===== config.mk =====
export PLATFORM = sky130hd
export DESIGN_NAME = quad_window_unpacker
export DESIGN_NICKNAME = d
export VERILOG_FILES = /design/src/rtl/quad_window_unpacker_pkg.sv /design/src/rtl/quad_window_unpacker_checker.sv /design/src/rtl/quad_window_unpacker.sv
export SDC_FILE = /design/constraint.sdc
export NUM_CORES = 1
export LEC_CHECK = 0
export BUFFER_PORTS_ARGS = -buffer_cell sky130_fd_sc_hd__buf_2
export CAP_MARGIN = 20
export CORE_MARGIN = 2
export CORE_UTILIZATION = 35
export CTS_CLUSTER_SIZE = 28
export DETAILED_ROUTE_END_ITERATION = 12
export GPL_ROUTABILITY_DRIVEN = 0
export PLACE_DENSITY = 0.59
export SLEW_MARGIN = 15
export SYNTH_ARGS = -nofsm -noshare
export SYNTH_HDL_FRONTEND = slang
export SYNTH_HIERARCHICAL = 1
export SYNTH_SLANG_ARGS = --single-unit

===== constraint.sdc =====
create_clock -name clk -period 3.2 [get_ports clk]
set_clock_uncertainty 0.2 [all_clocks]
set_input_delay 0.64 -clock clk [delete_from_list [all_inputs] [get_ports clk]]
set_output_delay 0.64 -clock clk [all_outputs]
set_load 0.02 [all_outputs]

===== src/rtl/quad_window_unpacker_pkg.sv =====
// Shared definitions for the packed quad-index interface: lane count, FSM states,
// and the modular helpers used by both the index generator and the unpacker.
package quad_window_unpacker_pkg;

  localparam int LANES = 4;

  typedef enum logic {
    IDLE  = 1'b0,
    DRAIN = 1'b1
  } state_t;

  function automatic int lane_w(input int size);
    return $clog2(size);
  endfunction

  // Operands are assumed below size, so subtracting once is enough to wrap.
  function automatic int unsigned wrap_add(input int unsigned a,
                                           input int unsigned b,
                                           input int unsigned size);
    int unsigned sum;
    sum = a + b;
    if (sum >= size) sum = sum - size;
    return sum;
  endfunction

endpackage


===== src/rtl/quad_window_unpacker_checker.sv =====
// quad_seq_checker: combinational test that four packed lanes form a run
// lane0, lane0+1, lane0+2, lane0+3 modulo SIZE, with every lane in range.
module quad_seq_checker
  import quad_window_unpacker_pkg::*;
#(
  parameter int SIZE = 16,
  parameter int W    = lane_w(SIZE)
) (
  input  logic [LANES*W-1:0] lanes,
  output logic               mismatch
);

  logic [W-1:0] lane0;

  assign lane0 = lanes[W-1:0];

  always_comb begin
    mismatch = 1'b0;
    for (int i = 0; i < LANES; i++) begin
      if (32'(lanes[W*(i+1)-1 -: W]) >= 32'(SIZE)) mismatch = 1'b1;
      if ((i > 0) &&
          (32'(lanes[W*(i+1)-1 -: W]) != wrap_add(32'(lane0), 32'(i), 32'(SIZE))))
        mismatch = 1'b1;
    end
  end

endmodule


===== src/rtl/quad_window_unpacker.sv =====
// Accepts one packed 4-lane index word and emits it one lane per handshake,
// flagging non-consecutive words. Optional QUAD_UNPACK_ERRCNT_EN adds err_count.
module quad_window_unpacker
  import quad_window_unpacker_pkg::*;
#(
  parameter  int SIZE = 16,
  localparam int W    = lane_w(SIZE)
) (
  input  logic               clk,
  input  logic               rst,
  input  logic               in_valid,
  output logic               in_ready,
  input  logic [LANES*W-1:0] num_in,
  output logic               elem_valid,
  input  logic               elem_ready,
  output logic [W-1:0]       elem_out,
  output logic [1:0]         elem_idx,
  output logic               elem_last,
  output logic [W-1:0]       base_out,
  output logic               seq_err
`ifdef QUAD_UNPACK_ERRCNT_EN
  ,
  output logic [15:0]        err_count
`endif
);

  state_t             state;
  state_t             state_next;
  logic [LANES*W-1:0] buffer;
  logic [1:0]         idx;
  logic               word_err;
  logic               mismatch;
  logic               accept;
  logic               beat;

  quad_seq_checker #(
    .SIZE(SIZE),
    .W   (W)
  ) u_checker (
    .lanes   (num_in),
    .mismatch(mismatch)
  );

  always_ff @(posedge clk) begin
    if (rst) state <= IDLE;
    else     state <= state_next;
  end

  // A new word can only enter on the final beat, which keeps back-to-back words bubble-free.
  always_comb begin
    state_next = state;
    in_ready   = 1'b0;
    elem_valid = 1'b0;
    case (state)
      IDLE: begin
        in_ready = 1'b1;
        if (in_valid) state_next = DRAIN;
      end
      DRAIN: begin
        elem_valid = 1'b1;
        in_ready   = (idx == 2'd3) && elem_ready;
        if (in_ready && !in_valid) state_next = IDLE;
      end
      default: state_next = IDLE;
    endcase
  end

  assign accept    = in_valid & in_ready;
  assign beat      = elem_valid & elem_ready;
  assign elem_last = elem_valid & (idx == 2'd3);
  assign elem_out  = buffer[W*idx +: W];
  assign elem_idx  = idx;
  assign seq_err   = elem_last & word_err;

  always_ff @(posedge clk) begin
    if (rst) begin
      buffer   <= '0;
      base_out <= '0;
      idx      <= 2'd0;
      word_err <= 1'b0;
    end else if (accept) begin
      buffer   <= num_in;
      base_out <= num_in[W-1:0];
      idx      <= 2'd0;
      word_err <= mismatch;
    end else if (beat) begin
      idx <= idx + 2'd1;
    end
  end

`ifdef QUAD_UNPACK_ERRCNT_EN
  always_ff @(posedge clk) begin
    if (rst) begin
      err_count <= 16'd0;
    end else if (beat && seq_err && (err_count != 16'hFFFF)) begin
      err_count <= err_count + 16'd1;
    end
  end
`endif

endmodule

Word level (Yosys, flattened, before mapping)
Cells that the tools add are included.
{"block": "classes", "add_sub_neg": 7, "magnitude_cmp": 3, "n_eq_ne": 4, "shift": 1, "muxes": 11, "bitwise_logic": 5, "reduce_logical": 4}
{"op": "$ge 32x5->1 const B", "count": 3}
{"op": "$mux 32", "count": 3}
{"op": "$ne 4x32->1", "count": 3}
{"op": "$sub 32x5->32 const B", "count": 3}
{"op": "$shiftx 16x5->4", "count": 1}
{"op": "$add 4x2->5 const B", "count": 2}
{"op": "$mux 1", "count": 6}
{"op": "$add 4x1->5 const B", "count": 1}
{"op": "$and 1x1->1", "count": 4}
{"op": "$pmux 1 s2", "count": 2}
{"op": "$add 2x1->2 const B", "count": 1}
{"op": "$eq 2x2->1 const B", "count": 1}
{"op": "$logic_and 1x1->1", "count": 2}
{"op": "$reduce_or 2->1", "count": 1}
{"op": "$logic_not 1->1", "count": 1}
{"op": "$not 1->1", "count": 1}
{"block": "totals", "regBits": 24, "in_bits": 20, "output_inout_bits": 14, "word_cells": 40}

Depth between registers and ports, before layout
{"block": "depth", "depth_word": 7, "mapped_depth": 8}

By module
Netlist, hierarchy kept.
{"module": "quad_window_unpacker", "n_inst": 1, "cells_each": 99, "area_per_inst_um2": 1063.5, "seq_area_each_um2": 400.4}
{"module": "quad_seq_checker", "n_inst": 1, "cells_each": 37, "area_per_inst_um2": 261.5, "seq_area_each_um2": 0.0}

Worst setup path before layout
OpenSTA, ideal clock, no wires.
{"block": "synth_path", "path_type": "input-to-reg", "start": "in num_in[3]", "end": "reg word_err", "setup_time_ns": 0.120, "t_arrival_ns": 1.975, "required_time_ns": 2.880, "slack_ns": 0.905, "cell_stages": 6, "path_buffers": 0, "cell_sequence": "or4_1 > a21oi_1 > nor4_1 > or4_1 > nand2b_1 > mux2i_1"}
{"block": "synth_via", "elab_chain_len": 7, "word_cells_on_any_way": 18}
{"element": "start, declared", "line": "quad_window_unpacker.sv:13", "rtl": "input logic [LANES*W-1:0] num_in,"}
{"element": "$add 4x1->5", "line": "quad_window_unpacker_pkg.sv:21", "rtl": "sum = a + b;"}
{"element": "$sub 32x5->32 / $ge 32x5->1 (equally long branches)", "line": "quad_window_unpacker_pkg.sv:22", "rtl": "if (sum >= size) sum = sum - size;"}
{"element": "$mux 32", "line": "quad_window_unpacker_pkg.sv:22"}
{"element": "$ne 4x32->1", "line": "quad_window_unpacker_checker.sv:22", "rtl": "(32'(lanes[W*(i+1)-1 -: W]) != wrap_add(32'(lane0), 32'(i), 32'(SIZE))))"}
{"element": "$mux 1 (2 in a row)", "line": "quad_window_unpacker_checker.sv:21", "rtl": "if ((i > 0) &&"}
{"element": "$mux 1 *", "line": "quad_window_unpacker_checker.sv:21"}
{"element": "via mismatch", "line": "quad_window_unpacker.sv:32", "rtl": "logic mismatch;"}
{"element": "end signal, assigned", "line": "quad_window_unpacker.sv:85", "rtl": "word_err <= mismatch;"}
{"element": "end, declared", "line": "quad_window_unpacker.sv:31", "rtl": "logic word_err;"}
The timed path passes the listed nets; every way through them passes the cells marked *.
A chain may end at the register's enable or synchronous reset.

Worst setup path in the final report
{"block": "layout_path", "start": "reg idx[0] (netlist: elem_idx[0])", "end": "out elem_out[0]"}
{"block": "layout_via", "elab_chain_len": 1}
{"element": "start, declared", "line": "quad_window_unpacker.sv:30", "rtl": "logic [1:0] idx;"}
{"element": "start signal, assigned", "line": "quad_window_unpacker.sv:87", "rtl": "idx <= idx + 2'd1;"}
{"element": "$shiftx 16x5->4", "line": "quad_window_unpacker.sv:71", "rtl": "assign elem_out = buffer[W*idx +: W];"}
{"element": "end, declared", "line": "quad_window_unpacker.sv:16", "rtl": "output logic [W-1:0] elem_out,"}
Every way passes these cells.

==> report_table.html <==
<table>
<tr><th>Metric</th><th>Value</th></tr>
<tr><th colspan="2">Synth</th></tr>
<tr><td>Number of instances in the synthesized netlist</td><td>136</td></tr>
<tr><td>Count of cell types in the netlist</td><td>35</td></tr>
<tr><td>Portion of netlist area occupied by mux cells</td><td>between 20% and 30%</td></tr>
<tr><td>Compound-Gate Fraction of Synth Area</td><td>under 10%</td></tr>
<tr><td>Average cell area after synthesis</td><td>just under 10 sq um</td></tr>
<tr><td>Seq/Total Area, Yosys</td><td>30.22%</td></tr>
<tr><td>Synthesized Nets</td><td>between 150 and 200</td></tr>
<tr><td>Flip-flop cell with the highest count after synthesis</td><td>dfxtp_1</td></tr>
<tr><td>Adder and majority gate portion of the synthesized area</td><td>4.721%</td></tr>
<tr><td>Xor-xnor portion of the synthesized cell area</td><td>about 4%</td></tr>
<tr><td>Main combinational cell family by area after synthesis</td><td>simple AND/OR/NAND/NOR gates</td></tr>
<tr><td>Simple-gate share of the synthesized area</td><td>between 20% and 30%</td></tr>
<tr><td>Number of enable-type register cells in the synthesized netlist</td><td>0</td></tr>
<tr><td>Flops &amp; latches, synth</td><td>20</td></tr>
<tr><td>Yosys warning total</td><td>6</td></tr>
<tr><td>Share of synthesized registers carrying an async set or reset</td><td>0%</td></tr>
<tr><td>Netlist area before placement</td><td>around 1300 sq um</td></tr>
<tr><th colspan="2">Power</th></tr>
<tr><td>Clock network fraction of design power</td><td>between 30% and 40%</td></tr>
<tr><td>Cell-internal power</td><td>between 0.4 and 0.5 mW</td></tr>
<tr><td>Leak pwr</td><td>0.6728 nW</td></tr>
<tr><td>Power share of the sequential group</td><td>a little under half</td></tr>
<tr><td>Total power</td><td>between 0.5 and 0.6 mW</td></tr>
<tr><td>Peak supply drop</td><td>roughly 0.00011 V</td></tr>
<tr><td>Net switching power</td><td>roughly 0.15 mW</td></tr>
<tr><td>Pwr/cell area</td><td>approximately 380 nW/um^2</td></tr>
<tr><td>Combinational Power Share</td><td>around a fifth</td></tr>
<tr><td>Switching share of power</td><td>26.35%</td></tr>
<tr><th colspan="2">Layout</th></tr>
<tr><td>Multi-input gate area in the final layout</td><td>a little over 800 sq um</td></tr>
<tr><td>Share of cells above drive strength 1</td><td>between 20% and 30%</td></tr>
<tr><td>Ant diodes</td><td>0</td></tr>
<tr><td>Count of non-filler cells in the finished layout</td><td>~210</td></tr>
<tr><td>Number of nets in the final layout</td><td>between 150 and 200</td></tr>
<tr><td>Storage element area</td><td>400.4 sq um</td></tr>
<tr><td>Fill cells</td><td>385</td></tr>
<tr><td>Highest-count cells in the layout ignoring fill and taps</td><td>35 x nand2b_1, 33 x buf_2, 20 x dfxtp_1, 18 x mux2i_1, 5 x ha_1</td></tr>
<tr><td>Area growth, synth to finish</td><td>15.58%</td></tr>
<tr><td>Commonest non-fill, non-tap cell in the layout</td><td>nand2b_1</td></tr>
<tr><th colspan="2">Placed design</th></tr>
<tr><td>Sum of net half-perimeters after detailed placement</td><td>around 2.0 mm</td></tr>
<tr><td>Port Buf Inserts</td><td>33</td></tr>
<tr><td>Worst setup slack after placement</td><td>0.6937 ns</td></tr>
<tr><td>Post-Place Cells</td><td>about 210</td></tr>
<tr><th colspan="2">Worst setup path</th></tr>
<tr><td>Delay of the slowest cell on the worst path</td><td>between 0.5 and 0.6 ns</td></tr>
<tr><td>Required time reported for the critical path endpoint</td><td>~2.4 ns</td></tr>
<tr><td>Library cell contributing the largest single delay on the critical path</td><td>dfxtp_1</td></tr>
<tr><td>Worst Path Arrival</td><td>approximately 1.5 ns</td></tr>
<tr><td>Reg-to-reg critical path endpoint</td><td>base_out[1]$_SDFFE_PP0P_</td></tr>
<tr><td>Startpoint type of the worst setup path</td><td>flip-flop</td></tr>
<tr><td>Worst-path cell chain</td><td>mux4_2 -&gt; buf_2</td></tr>
<tr><td>Critical path class</td><td>reg2out</td></tr>
<tr><td>Launching point of the worst reg2reg path</td><td>elem_idx[0]$_SDFFE_PP0P_</td></tr>
<tr><td>Worst reg2reg path depth</td><td>5</td></tr>
<tr><td>Critical path peak fanout</td><td>7</td></tr>
<tr><td>Worst-case register-to-register setup slack</td><td>1.33 ns</td></tr>
<tr><td>Kind of end point of the critical path</td><td>output port</td></tr>
<tr><th colspan="2">Route</th></tr>
<tr><td>Via Count</td><td>991</td></tr>
<tr><td>Post-DRT Antenna Nets</td><td>0</td></tr>
<tr><td>DRT Pass-1 Iters</td><td>6</td></tr>
<tr><td>Final WL</td><td>2.605 mm</td></tr>
<tr><td>DRC violations left</td><td>0</td></tr>
<tr><td>Detail-routed net length per standard cell</td><td>roughly 12 um</td></tr>
<tr><td>Post-DR vias/cell</td><td>approximately 4.7</td></tr>
<tr><td>Initial DRC Count</td><td>22</td></tr>
<tr><th colspan="2">GRT</th></tr>
<tr><td>Antenna violations before repair</td><td>0</td></tr>
<tr><td>Pin count of the biggest net entering global routing</td><td>38</td></tr>
<tr><td>Via count of the first global-routing pass</td><td>between 900 and 1k</td></tr>
<tr><td>First-pass GRT wire length</td><td>approximately 4.3 mm</td></tr>
<tr><td>Total congestion overflow after global routing</td><td>0</td></tr>
<tr><td>Gr usage total</td><td>between 10% and 20%</td></tr>
<tr><th colspan="2">Timing</th></tr>
<tr><td>Maximum frequency from static timing analysis</td><td>around 0.42 GHz</td></tr>
<tr><td>Tightest slew margin relative to the limit</td><td>~68%</td></tr>
<tr><td>Portion of the clock cycle consumed by the worst path in the final layout</td><td>approximately 74%</td></tr>
<tr><td>Setup slack after layout</td><td>approximately 0.82 ns</td></tr>
<tr><td>Final count of hold timing violations</td><td>0</td></tr>
<tr><td>Max-slew violation count</td><td>0</td></tr>
<tr><td>Final Setup Violations</td><td>0</td></tr>
<tr><td>Minimum clock period after layout</td><td>approximately 2.4 ns</td></tr>
<tr><td>Post-route setup TNS</td><td>0 ns</td></tr>
<tr><td>Unrepaired setup endpoints after global routing</td><td>no</td></tr>
<tr><td>Hold slack</td><td>approximately 0.28 ns</td></tr>
<tr><td>Worst-margin pin slew</td><td>between 0.4 and 0.5 ns</td></tr>
<tr><th colspan="2">Floorplanning</th></tr>
<tr><td>Number of cell rows</td><td>22</td></tr>
<tr><td>Initial core utilization</td><td>36.19%</td></tr>
<tr><td>Chip height</td><td>between 60 and 70 um</td></tr>
<tr><td>Top-level I/O count</td><td>34</td></tr>
<tr><td>Die area</td><td>approximately 4300 sq um</td></tr>
<tr><td>Die width</td><td>approximately 66 um</td></tr>
<tr><td>CORE AREA</td><td>around 3700 sq um</td></tr>
<tr><th colspan="2">Clock network</th></tr>
<tr><td>Post_cts resized</td><td>0</td></tr>
<tr><td>Post-CTS setup buffer count</td><td>0</td></tr>
<tr><td>CTS sink count</td><td>20</td></tr>
<tr><td>TritonCTS clock tree</td><td>built</td></tr>
<tr><td>Buffer levels on the longest clock path</td><td>2</td></tr>
<tr><td>Clock buffer count from CTS</td><td>3</td></tr>
<tr><td>Latest clock arrival within the worst-skew pair</td><td>around 0.25 ns</td></tr>
<tr><td>Clock tree root driver cell</td><td>clkbuf_8</td></tr>
<tr><td>Clock transition at the registers of the reported paths</td><td>about 0.070 ns</td></tr>
<tr><td>CTS H-tree depth</td><td>1</td></tr>
<tr><td>Post-CTS Hold Fix Bufs</td><td>0</td></tr>
<tr><th colspan="2">Worst hold path</th></tr>
<tr><td>Worst Hold Path Cells</td><td>2</td></tr>
<tr><td>Worst hold path startpoint</td><td>buffer[5]$_SDFFE_PP0P_</td></tr>
<tr><td>End of the worst hold path</td><td>buffer[5]$_SDFFE_PP0P_</td></tr>
<tr><td>Class of the most critical hold timing path</td><td>reg2reg</td></tr>
<tr><th colspan="2">Outcome</th></tr>
<tr><td>Result of the run</td><td>finished, final reports clean</td></tr>
<tr><th colspan="2">Run</th></tr>
<tr><td>Max capacitance violation total</td><td>0</td></tr>
</table>
how the worst max path moves through the flow:
stage	end	slack, ns	start
floorplan	word_err$_SDFFE_PP0P_	0.91	num_in[3]
global placement	word_err$_SDFFE_PP0P_	0.72	num_in[3]
detailed placement	word_err$_SDFFE_PP0P_	0.69	num_in[3]
CTS	elem_out[3]	0.78	elem_idx[0]$_SDFFE_PP0P_
global route	elem_out[0]	0.72	elem_idx[0]$_SDFFE_PP0P_
finish	elem_out[0]	0.82	elem_idx[0]$_SDFFE_PP0P_
synthesized netlist by cell type, drive strengths merged (2+ instances only):
master  instances  area share (%)
mux4            4             6.8
buf             7             5.0
nand2           4             1.1
ha              5             4.7
xnor2           3             2.0
nor3            4             2.3
or4             2             1.1
nor2            4             1.1
dfxtp          20              30
inv             4             1.1
mux2i          18              14
and3            3             1.5
clkbuf          4             1.1
a21oi           2            0.76
xor2            3             2.0
nand2b         35              17
through the flow:
stage | util (%) | cell area, sq um
CTS | 41.83 | 1531
global route | 41.83 | 1531
floorplan | - | 1325
global placement | 40.33 | 1476
finish | 41.83 | 1531
detailed placement | 40.33 | 1476
cells by family (layout without fill, tap and decap cells):
| kind of cell | Yosys count | in the layout |
|---|---|---|
| multiplexers | 22 | 22 |
| buffers and inverters | 15 | 42 |
| XOR/XNOR | 6 | 6 |
| adder cells (fa/ha/maj) | 5 | 5 |
| flip-flops | 20 | 20 |
| AND/OR/NAND/NOR | 59 | 59 |
| AO/OA/AOI/OAI | 9 | 9 |
state kept, by name, summed over array words and instances, names as in the netlist:
| signal | cells |
|---|---|
| buffer | 13 |
| base_out | 3 |
| elem_idx | 2 |
| state | 1 |
| word_err | 1 |
layer usage:
| layer | part of all wire, % | GRT usage, % | up-vias |
|---|---|---|---|
| met3 | 5.8 | 2.740 | 0 |
| met5 | 0 | 0 | - |
| met4 | 0 | 5.208 | 0 |
| met1 | 53 | 18.31 | 440 |
| li1 | - | - | 519 |
| met2 | 41 | 18.37 | 32 |
worst max-delay path: cells and delay by family (launching register included):
kind	cells	cell delay (ns)
flops	1	0.57
mux	1	0.54
buf+inv	1	0.17
power by group through the flow:
stage	sequential, mW	combinational [mW]	clock, mW
floorplan	0.279	0.0919	0
global placement	0.280	0.120	0
detailed placement	0.281	0.123	0
CTS	0.275	0.123	0.194
global route	0.277	0.136	0.206
finish	0.275	0.123	0.188
area by class of cell:
type	count	area share (%)
repair buffers	34	11.27
well taps	48	3.922
inverters	4	0.9804
flip-flops and latches	20	26.14
multi-input cells	101	54.08
clock buffers	4	3.595
Power figures use the tool's default switching activity.
